==> src/rtl/plab5_mcore_mem_sec_arbiter_if.sv <==
// Bus bundle for the security-aware memory arbiter: two requester ports,
// their response ports, and the shared memory request/response port.
interface plab5_mcore_mem_sec_arbiter_if #(
    parameter int p_opaque_nbits = 8,
    parameter int p_addr_nbits   = 32,
    parameter int p_data_nbits   = 32
);
    localparam int req_cnbits  = 3 + p_opaque_nbits + p_addr_nbits + 2;
    localparam int resp_cnbits = 3 + p_opaque_nbits + 2;

    logic [req_cnbits-1:0]   req0_control;
    logic [p_data_nbits-1:0] req0_data;
    logic                    req0_val;
    logic                    req0_rdy;
    logic                    req0_sec_level;

    logic [req_cnbits-1:0]   req1_control;
    logic [p_data_nbits-1:0] req1_data;
    logic                    req1_val;
    logic                    req1_rdy;
    logic                    req1_sec_level;

    logic [resp_cnbits-1:0]  resp0_control;
    logic [p_data_nbits-1:0] resp0_data;
    logic                    resp0_val;
    logic                    resp0_rdy;
    logic                    resp0_sec_level;

    logic [resp_cnbits-1:0]  resp1_control;
    logic [p_data_nbits-1:0] resp1_data;
    logic                    resp1_val;
    logic                    resp1_rdy;
    logic                    resp1_sec_level;

    logic [req_cnbits-1:0]   mem_req_control;
    logic [p_data_nbits-1:0] mem_req_data;
    logic                    mem_req_val;
    logic                    mem_req_rdy;
    logic                    mem_req_sec_level;

    logic [resp_cnbits-1:0]  mem_resp_control;
    logic [p_data_nbits-1:0] mem_resp_data;
    logic                    mem_resp_val;
    logic                    mem_resp_rdy;

    // Arbiter view: answers the requesters, drives the memory request side.
    modport slave (
        input  req0_control, req0_data, req0_val, req0_sec_level,
        output req0_rdy,
        input  req1_control, req1_data, req1_val, req1_sec_level,
        output req1_rdy,
        output resp0_control, resp0_data, resp0_val, resp0_sec_level,
        input  resp0_rdy,
        output resp1_control, resp1_data, resp1_val, resp1_sec_level,
        input  resp1_rdy,
        output mem_req_control, mem_req_data, mem_req_val, mem_req_sec_level,
        input  mem_req_rdy,
        input  mem_resp_control, mem_resp_data, mem_resp_val,
        output mem_resp_rdy
    );

    // Environment view: requesters plus the memory behind the arbiter.
    modport master (
        output req0_control, req0_data, req0_val, req0_sec_level,
        input  req0_rdy,
        output req1_control, req1_data, req1_val, req1_sec_level,
        input  req1_rdy,
        input  resp0_control, resp0_data, resp0_val, resp0_sec_level,
        output resp0_rdy,
        input  resp1_control, resp1_data, resp1_val, resp1_sec_level,
        output resp1_rdy,
        input  mem_req_control, mem_req_data, mem_req_val, mem_req_sec_level,
        output mem_req_rdy,
        output mem_resp_control, mem_resp_data, mem_resp_val,
        input  mem_resp_rdy
    );
endinterface

==> src/rtl/plab5_mcore_mem_sec_arbiter.sv <==
// Round-robin, security-checking arbiter sharing one memory port between two
// requesters; denied requests are answered locally, responses routed by tag FIFO.
module plab5_mcore_mem_sec_arbiter #(
    parameter int p_opaque_nbits    = 8,
    parameter int p_addr_nbits      = 32,
    parameter int p_data_nbits      = 32,
    parameter int p_max_outstanding = 4
) (
    input  logic       clk,
    input  logic       reset,
    input  logic       mem_sec_level,
    output logic [7:0] deny_count,
    plab5_mcore_mem_sec_arbiter_if.slave bus
);
    localparam int REQ_CW = 3 + p_opaque_nbits + p_addr_nbits + 2;
    localparam int RESP_CW = 3 + p_opaque_nbits + 2;
    localparam int PTR_W = $clog2(p_max_outstanding);
    localparam logic [PTR_W:0] FIFO_DEPTH = (PTR_W+1)'(p_max_outstanding);

    typedef struct packed {
        logic               deny;
        logic               port;
        logic               sec;
        logic [RESP_CW-1:0] ctrl;
    } tag_t;

    function automatic logic [7:0] sat_inc8(input logic [7:0] v);
        return (v == 8'hFF) ? v : v + 8'd1;
    endfunction

    // Error response keeps the request's type and opaque, drops the address.
    function automatic logic [RESP_CW-1:0] err_ctrl(input logic [REQ_CW-1:0] c);
        return {c[REQ_CW-1 -: 3 + p_opaque_nbits], c[1:0]};
    endfunction

    logic [PTR_W-1:0] wr_ptr;
    logic [PTR_W-1:0] rd_ptr;
    logic [PTR_W:0]   count;
    logic             prio;
    logic [7:0]       deny_cnt_r;
    tag_t             tags [p_max_outstanding];

    logic              active;
    logic              fifo_full;
    logic              fifo_empty;
    tag_t              head;
    logic              head_live;
    logic              head_resp_rdy;
    logic              pop;
    logic              space;
    logic              deny0;
    logic              deny1;
    logic              elig0;
    logic              elig1;
    logic              grant0;
    logic              grant1;
    logic              push;
    logic              g_deny;
    logic              g_sec;
    logic [REQ_CW-1:0] g_ctrl;
    logic [p_data_nbits-1:0] g_data;
    logic              fwd;
    tag_t              new_tag;
    logic              sel0;
    logic              sel1;
    logic              resp_val_sel;
    logic [RESP_CW-1:0]      resp_ctrl_sel;
    logic [p_data_nbits-1:0] resp_data_sel;

    // Reset is active-low; every output is forced quiet while it is held.
    assign active     = reset;
    assign fifo_full  = (count == FIFO_DEPTH);
    assign fifo_empty = (count == '0);
    assign head       = tags[rd_ptr];
    assign head_live  = active && !fifo_empty;

    assign head_resp_rdy = head.port ? bus.resp1_rdy : bus.resp0_rdy;
    assign pop = head_live && head_resp_rdy && (head.deny || bus.mem_resp_val);

    // A same-cycle pop frees a slot, so a full FIFO can still take a grant.
    assign space = !fifo_full || pop;

    assign deny0 = !bus.req0_sec_level && mem_sec_level;
    assign deny1 = !bus.req1_sec_level && mem_sec_level;
    assign elig0 = active && bus.req0_val && space && (deny0 || bus.mem_req_rdy);
    assign elig1 = active && bus.req1_val && space && (deny1 || bus.mem_req_rdy);

    assign grant0 = elig0 && (!elig1 || !prio);
    assign grant1 = elig1 && (!elig0 || prio);
    assign push   = grant0 || grant1;

    assign g_deny = grant1 ? deny1 : deny0;
    assign g_sec  = grant1 ? bus.req1_sec_level : bus.req0_sec_level;
    assign g_ctrl = grant1 ? bus.req1_control : bus.req0_control;
    assign g_data = grant1 ? bus.req1_data : bus.req0_data;
    assign fwd    = push && !g_deny;

    assign bus.req0_rdy          = grant0;
    assign bus.req1_rdy          = grant1;
    assign bus.mem_req_val       = fwd;
    assign bus.mem_req_control   = fwd ? g_ctrl : '0;
    assign bus.mem_req_data      = fwd ? g_data : '0;
    assign bus.mem_req_sec_level = fwd && g_sec;

    always_comb begin
        new_tag      = '0;
        new_tag.deny = g_deny;
        new_tag.port = grant1;
        new_tag.sec  = g_deny ? 1'b0 : g_sec;
        new_tag.ctrl = g_deny ? err_ctrl(g_ctrl) : '0;
    end

    // Response side: the head tag picks the port and the response source.
    assign sel0 = head_live && !head.port;
    assign sel1 = head_live && head.port;
    assign resp_val_sel  = head.deny || bus.mem_resp_val;
    assign resp_ctrl_sel = head.deny ? head.ctrl : bus.mem_resp_control;
    assign resp_data_sel = head.deny ? '1 : bus.mem_resp_data;

    assign bus.resp0_val       = sel0 && resp_val_sel;
    assign bus.resp0_control   = sel0 ? resp_ctrl_sel : '0;
    assign bus.resp0_data      = sel0 ? resp_data_sel : '0;
    assign bus.resp0_sec_level = sel0 && head.sec;
    assign bus.resp1_val       = sel1 && resp_val_sel;
    assign bus.resp1_control   = sel1 ? resp_ctrl_sel : '0;
    assign bus.resp1_data      = sel1 ? resp_data_sel : '0;
    assign bus.resp1_sec_level = sel1 && head.sec;
    assign bus.mem_resp_rdy    = head_live && !head.deny && head_resp_rdy;

    assign deny_count = active ? deny_cnt_r : 8'd0;

    always_ff @(posedge clk) begin
        if (!reset) begin
            wr_ptr     <= '0;
            rd_ptr     <= '0;
            count      <= '0;
            prio       <= 1'b0;
            deny_cnt_r <= 8'd0;
        end else begin
            if (push) begin
                wr_ptr <= wr_ptr + PTR_W'(1);
                prio   <= grant0;
            end
            if (pop) begin
                rd_ptr <= rd_ptr + PTR_W'(1);
            end
            unique case ({push, pop})
                2'b10:   count <= count + (PTR_W+1)'(1);
                2'b01:   count <= count - (PTR_W+1)'(1);
                default: count <= count;
            endcase
            if (push && g_deny) begin
                deny_cnt_r <= sat_inc8(deny_cnt_r);
            end
        end
    end

    // Tag storage carries no reset; the pointers alone define validity.
    always_ff @(posedge clk) begin
        if (push) begin
            tags[wr_ptr] <= new_tag;
        end
    end

    a_one_grant: assert property (@(posedge clk) disable iff (!reset)
        !(grant0 && grant1));
    a_no_overflow: assert property (@(posedge clk) disable iff (!reset)
        !(push && fifo_full && !pop));
    a_no_underflow: assert property (@(posedge clk) disable iff (!reset)
        !(pop && fifo_empty));

endmodule

==> src/flat_wrapper.sv <==
// flat-port wrapper written by rule: the top's interface ports become plain ports
module plab5_mcore_mem_sec_arbiter_flat 
#(
    parameter int p_opaque_nbits    = 8,
    parameter int p_addr_nbits      = 32,
    parameter int p_data_nbits      = 32,
    parameter int p_max_outstanding = 4
)
  (clk, reset, mem_sec_level, deny_count, bus_req0_control, bus_req0_data, bus_req0_val, bus_req0_sec_level, bus_req0_rdy, bus_req1_control, bus_req1_data, bus_req1_val, bus_req1_sec_level, bus_req1_rdy, bus_resp0_control, bus_resp0_data, bus_resp0_val, bus_resp0_sec_level, bus_resp0_rdy, bus_resp1_control, bus_resp1_data, bus_resp1_val, bus_resp1_sec_level, bus_resp1_rdy, bus_mem_req_control, bus_mem_req_data, bus_mem_req_val, bus_mem_req_sec_level, bus_mem_req_rdy, bus_mem_resp_control, bus_mem_resp_data, bus_mem_resp_val, bus_mem_resp_rdy);
  plab5_mcore_mem_sec_arbiter_if #(.p_opaque_nbits(p_opaque_nbits), .p_addr_nbits(p_addr_nbits), .p_data_nbits(p_data_nbits)) bus_i ();
  input  logic clk;
  input  logic reset;
  input  logic mem_sec_level;
  output logic [7:0] deny_count;
  input wire logic [$bits(bus_i.req0_control)-1:0] bus_req0_control;
  input wire logic [$bits(bus_i.req0_data)-1:0] bus_req0_data;
  input wire logic [$bits(bus_i.req0_val)-1:0] bus_req0_val;
  input wire logic [$bits(bus_i.req0_sec_level)-1:0] bus_req0_sec_level;
  output wire logic [$bits(bus_i.req0_rdy)-1:0] bus_req0_rdy;
  input wire logic [$bits(bus_i.req1_control)-1:0] bus_req1_control;
  input wire logic [$bits(bus_i.req1_data)-1:0] bus_req1_data;
  input wire logic [$bits(bus_i.req1_val)-1:0] bus_req1_val;
  input wire logic [$bits(bus_i.req1_sec_level)-1:0] bus_req1_sec_level;
  output wire logic [$bits(bus_i.req1_rdy)-1:0] bus_req1_rdy;
  output wire logic [$bits(bus_i.resp0_control)-1:0] bus_resp0_control;
  output wire logic [$bits(bus_i.resp0_data)-1:0] bus_resp0_data;
  output wire logic [$bits(bus_i.resp0_val)-1:0] bus_resp0_val;
  output wire logic [$bits(bus_i.resp0_sec_level)-1:0] bus_resp0_sec_level;
  input wire logic [$bits(bus_i.resp0_rdy)-1:0] bus_resp0_rdy;
  output wire logic [$bits(bus_i.resp1_control)-1:0] bus_resp1_control;
  output wire logic [$bits(bus_i.resp1_data)-1:0] bus_resp1_data;
  output wire logic [$bits(bus_i.resp1_val)-1:0] bus_resp1_val;
  output wire logic [$bits(bus_i.resp1_sec_level)-1:0] bus_resp1_sec_level;
  input wire logic [$bits(bus_i.resp1_rdy)-1:0] bus_resp1_rdy;
  output wire logic [$bits(bus_i.mem_req_control)-1:0] bus_mem_req_control;
  output wire logic [$bits(bus_i.mem_req_data)-1:0] bus_mem_req_data;
  output wire logic [$bits(bus_i.mem_req_val)-1:0] bus_mem_req_val;
  output wire logic [$bits(bus_i.mem_req_sec_level)-1:0] bus_mem_req_sec_level;
  input wire logic [$bits(bus_i.mem_req_rdy)-1:0] bus_mem_req_rdy;
  input wire logic [$bits(bus_i.mem_resp_control)-1:0] bus_mem_resp_control;
  input wire logic [$bits(bus_i.mem_resp_data)-1:0] bus_mem_resp_data;
  input wire logic [$bits(bus_i.mem_resp_val)-1:0] bus_mem_resp_val;
  output wire logic [$bits(bus_i.mem_resp_rdy)-1:0] bus_mem_resp_rdy;
  assign bus_i.req0_control = bus_req0_control;
  assign bus_i.req0_data = bus_req0_data;
  assign bus_i.req0_val = bus_req0_val;
  assign bus_i.req0_sec_level = bus_req0_sec_level;
  assign bus_req0_rdy = bus_i.req0_rdy;
  assign bus_i.req1_control = bus_req1_control;
  assign bus_i.req1_data = bus_req1_data;
  assign bus_i.req1_val = bus_req1_val;
  assign bus_i.req1_sec_level = bus_req1_sec_level;
  assign bus_req1_rdy = bus_i.req1_rdy;
  assign bus_resp0_control = bus_i.resp0_control;
  assign bus_resp0_data = bus_i.resp0_data;
  assign bus_resp0_val = bus_i.resp0_val;
  assign bus_resp0_sec_level = bus_i.resp0_sec_level;
  assign bus_i.resp0_rdy = bus_resp0_rdy;
  assign bus_resp1_control = bus_i.resp1_control;
  assign bus_resp1_data = bus_i.resp1_data;
  assign bus_resp1_val = bus_i.resp1_val;
  assign bus_resp1_sec_level = bus_i.resp1_sec_level;
  assign bus_i.resp1_rdy = bus_resp1_rdy;
  assign bus_mem_req_control = bus_i.mem_req_control;
  assign bus_mem_req_data = bus_i.mem_req_data;
  assign bus_mem_req_val = bus_i.mem_req_val;
  assign bus_mem_req_sec_level = bus_i.mem_req_sec_level;
  assign bus_i.mem_req_rdy = bus_mem_req_rdy;
  assign bus_i.mem_resp_control = bus_mem_resp_control;
  assign bus_i.mem_resp_data = bus_mem_resp_data;
  assign bus_i.mem_resp_val = bus_mem_resp_val;
  assign bus_mem_resp_rdy = bus_i.mem_resp_rdy;
  plab5_mcore_mem_sec_arbiter #(.p_opaque_nbits(p_opaque_nbits), .p_addr_nbits(p_addr_nbits), .p_data_nbits(p_data_nbits), .p_max_outstanding(p_max_outstanding)) u_core (.clk(clk), .reset(reset), .mem_sec_level(mem_sec_level), .deny_count(deny_count), .bus(bus_i));
endmodule
==> config.mk <==
export PLATFORM = sky130hd
export DESIGN_NAME = plab5_mcore_mem_sec_arbiter_flat
export DESIGN_NICKNAME = d
export VERILOG_FILES = /design/src/rtl/plab5_mcore_mem_sec_arbiter_if.sv /design/src/rtl/plab5_mcore_mem_sec_arbiter.sv /design/src/flat_wrapper.sv
export SDC_FILE = /design/constraint.sdc
export NUM_CORES = 1
export LEC_CHECK = 0
export CAP_MARGIN = 20
export CELL_PAD_IN_SITES_DETAIL_PLACEMENT = 1
export CELL_PAD_IN_SITES_GLOBAL_PLACEMENT = 1
export CORE_UTILIZATION = 23
export CTS_CLUSTER_DIAMETER = 50
export DETAILED_ROUTE_END_ITERATION = 8
export GPL_ROUTABILITY_DRIVEN = 0
export GPL_TIMING_DRIVEN = 0
export PLACE_DENSITY_LB_ADDON = 0.08
export REMOVE_ABC_BUFFERS = 1
export SLEW_MARGIN = 0
export SYNTH_ARGS = -nofsm -noshare
export SYNTH_HDL_FRONTEND = slang
export SYNTH_SLANG_ARGS = --single-unit
==> constraint.sdc <==
create_clock -name clk -period 3.4 [get_ports clk]
set_input_delay 0.34 -clock clk [delete_from_list [all_inputs] [get_ports clk]]
set_output_delay 0.34 -clock clk [all_outputs]
set_load 0.02 [all_outputs]
==> impl_metrics.csv, run 1 <==
group,metric,value,unit
routing,drt-initial-drc-count,196,
timing,tightest_slew,901.1,ps
synth,synth-compound-area-share,0.09520,
layout,final_nets,1227,
synth,synthFlopType,"edfxtp_1",
pwr,internal_power,2258,uW
synth,syn_area,0.005296,sq mm
global_routing,grt_antenna_before_repair,1,
pwr,switchingPower,1043,uW
floorplanning,pin_count,394,
critical_path,reg2reg_slack,270,ps
global_routing,overflow,0,
synth,post_synth_xor_area_fraction,0.008268,
routing,vias_per_cell,4.598,
floorplanning,die_w,153.8,um
placed_design,dp_slack,-1124,ps
synth,yosysTopAreaCellShare,0.3629,
job,drv_cap,0,
critical_path,critPathRequiredTime,3060,ps
routing,wl,23.65,mm
clock_network,clock_sinks,82,
global_routing,grt_pass1_vias,6282,
layout,layout-drive-gt1-share,0.1202,
pwr,pwr-share-comb,0.377,
timing,rsz0062_at_grt,"yes",
clock_network,clock_path_buffers,2,
critical_path,crit_arrival,2990,ps
timing,slew_violations,0,
pwr,p_seq_frac,0.347,
synth,muxShareOfSynthArea,0.1354,
synth,yosysUniqueCellTypes,43,
clock_network,htreeDepth,3,
placed_design,buffer_ports.inserted,393,
routing,ant_nets,0,
pwr,swShare,0.3160,
timing,fmax,0.3004,GHz
synth,yosys_register_bits,82,
pwr,p_per_area,328.9,mW/mm^2
global_routing,grtUsageTotal,0.1962,
floorplanning,num_rows,55,
synth,ys_seq_area_frac,0.4309,
hold_path,hold_class,"register to register",
synth,yosysMostFrequentCell,"nor2_1",
synth,synth_top_area_cell,"edfxtp_1",
floorplanning,coreArea,0.02264,sq mm
synth,yosysWarnings,0,
timing,min_period,3329,ps
critical_path,start_kind,"register",
clock_network,clkLatencyLatePin,340,ps
layout,post-route-util,0.4433,
timing,maxSlewHeadroom,0.3993,
routing,vias,5982,
timing,finalCritPeriodShare,0.9790,
timing,report.final.setup_viol,0,
synth,yosys.area_share.adder,0.01795,
hold_path,hold_depth,1,
critical_path,endpoint_kind,"primary output",
critical_path,worstSetupPathType,"register to primary output",
synth,synth_cells,633,
clock_network,cts_tree,"yes",
floorplanning,dieArea,0.02364,sq mm
hold_path,hp-start,"u_core.deny_cnt_r[4]",
synth,synth_top_family_by_area,"simple AND/OR/NAND/NOR gates",
synth,yosys-top-cells-count,"nor2_1, nand2_1, a21oi_1, edfxtp_1, mux2i_1",
global_routing,grt_max_degree,47,
timing,clock_skew,4.389,ps
synth,syn-mean-instance-area,8.367,sq um
clock_network,cts_buffers,9,
synth,netlist_top_cells_area,"edfxtp_1, nor2_1, nand2_1, dfxtp_1, a21oi_1",
routing,route.detailed.drc,0,
pwr,vdd_ir_drop_max,0.0002183,V
layout,area_growth,89.51,%
placed_design,dp_hpwl,17.88,mm
clock_network,clockRootBuffer,"clkbuf_16",
synth,synthSimpleGateAreaFrac,0.2568,
pwr,p_total,3301,uW
critical_path,r2r_end,"u_core.count[2]",
timing,setup_slack,71.32,ps
run_status,status,"completed",
floorplanning,die_h,153.8,um
routing,wl_per_cell,18.18,um
floorplanning,start_util,0.2339,
timing,hold_viol_final,0,
clock_network,clkTransAtPathRegs,60,ps
synth,async_flop_share,0,
synth,synth_edf_count,64,
pwr,clkPwrFrac,0.277,
critical_path,reg2regPathDepth,10,
global_routing,grt_pass1_wl,35.53,mm
hold_path,whs_endpoint,"u_core.deny_cnt_r[4]",
pwr,p_leak,0.003969,uW
critical_path,cp_max_fo,37,
routing,firstDrtPassIters,4,
-- logic make-up after synthesis --
group | Yosys count
AO/OA/AOI/OAI | 87
adder cells (fa/ha/maj) | 7
buffers and inverters | 60
AND/OR/NAND/NOR | 340
XOR/XNOR | 5
multiplexers | 52
flip-flops | 82
-- sequential cells by signal, summed over array words and instances (netlist names), named ones only --
name	cells
u_core.count	3
u_core.deny_cnt_r	8
u_core.prio	1
u_core.rd_ptr	2
u_core.tags	64
u_core.wr_ptr	2
-- critical path, stage by stage, from the launching register on --
cell	delay (ps)
dfxtp_4	390
mux4_2	570
mux2_4	340
o21a_2	320
nand2_4	200
buf_16	230
inv_1	60
clkdlybuf4s50_1	530
-- through the flow --
| stage | hold slack (ps) | area, sq um | instances | setup TNS [ps] |
|---|---|---|---|---|
| finish | 483.4 | 10040 | 1301 | 0 |
| global route | 519.5 | 10040 | 1301 | -49.78 |
| CTS | 485.7 | 10050 | 1299 | -5.663 |
| detailed placement | 470.9 | 9597 | 1274 | -103180 |
| global placement | 460.5 | 9345 | 1265 | -962500 |
| floorplan | 440.2 | 5055 | 587 | -323540 |
-- timing repair --
| item | CTS | global route |
|---|---|---|
| endpoints found under the setup margin | 287 | 68 |
| buffers inserted | 6 | 0 |
| gates resized for setup | 174 | 54 |
| hold buffers | 0 | 0 |
| gates cloned | 3 | 1 |
| pin swaps | 1 | 1 |
-- worst max-delay path by stage --
stage / end / slack [ps] / depth (start not counted)
global route: bus_mem_req_val / -40 / 8
CTS: bus_mem_req_control[35] / -6 / 10
floorplan: u_core.tags[0][0] / -1960 / 7
global placement: bus_mem_req_control[37] / -5060 / 8
detailed placement: bus_mem_req_control[35] / -1120 / 11
finish: bus_mem_req_val / 70 / 7
-- area by class of cell --
type / instances / area (sq um)
Fill cell: 2636 / 12600
Timing Repair Buffer: 412 / 4187
Multi-Input combinational cell: 491 / 2849
Sequential cell: 82 / 2290
Tap cell: 285 / 356.6
Clock buffer: 9 / 225.2
Inverter: 14 / 68.82
Clock inverter: 7 / 58.81
Antenna cell: 1 / 2.502
-- metal layers --
metal | vias to the layer above | routed length (um) | part of all wire | track usage
li1 | 2894 | - | - | -
met1 | 2830 | 9048 | 0.38 | 0.2135
met5 | - | 0 | 0 | 0
met4 | 0 | 201 | 0.0085 | 0.04000
met2 | 245 | 12370 | 0.52 | 0.3688
met3 | 13 | 2023 | 0.086 | 0.06313
-- cells in the final DEF (no fill, tap or decap), types with 15 or more instances in the layout --
cell and instances:
mux2i_1 23, dfxtp_1 16, dlygate4sd2_1 21, mux4_2 15, clkdlybuf4s15_1 16, clkdlybuf4s50_1 313, edfxtp_1 64, nand2_1 141
clkdlybuf4s15_2 15, nor2_1 164, clkbuf_2 17, a21oi_1 68
-- power groups by stage --
| stage | clock [uW] | sequential [uW] | combinational [uW] |
|---|---|---|---|
| 2_1_floorplan | 0 | 1170 | 542 |
| 3_3_place_gp | 0 | 1170 | 1200 |
| 3_5_place_dp | 0 | 1170 | 1240 |
| 4_1_cts | 939 | 1140 | 1260 |
| 5_1_grt | 979 | 1150 | 1340 |
| 6_report | 914 | 1140 | 1240 |
Power figures use the tool's default switching activity.
==> run 2, diff against run 1 <==
Settings changed: CAP_MARGIN 20 to 15.
==> results of run 2 <==
Final layout, timing and power as in run 1 (identical DEF).
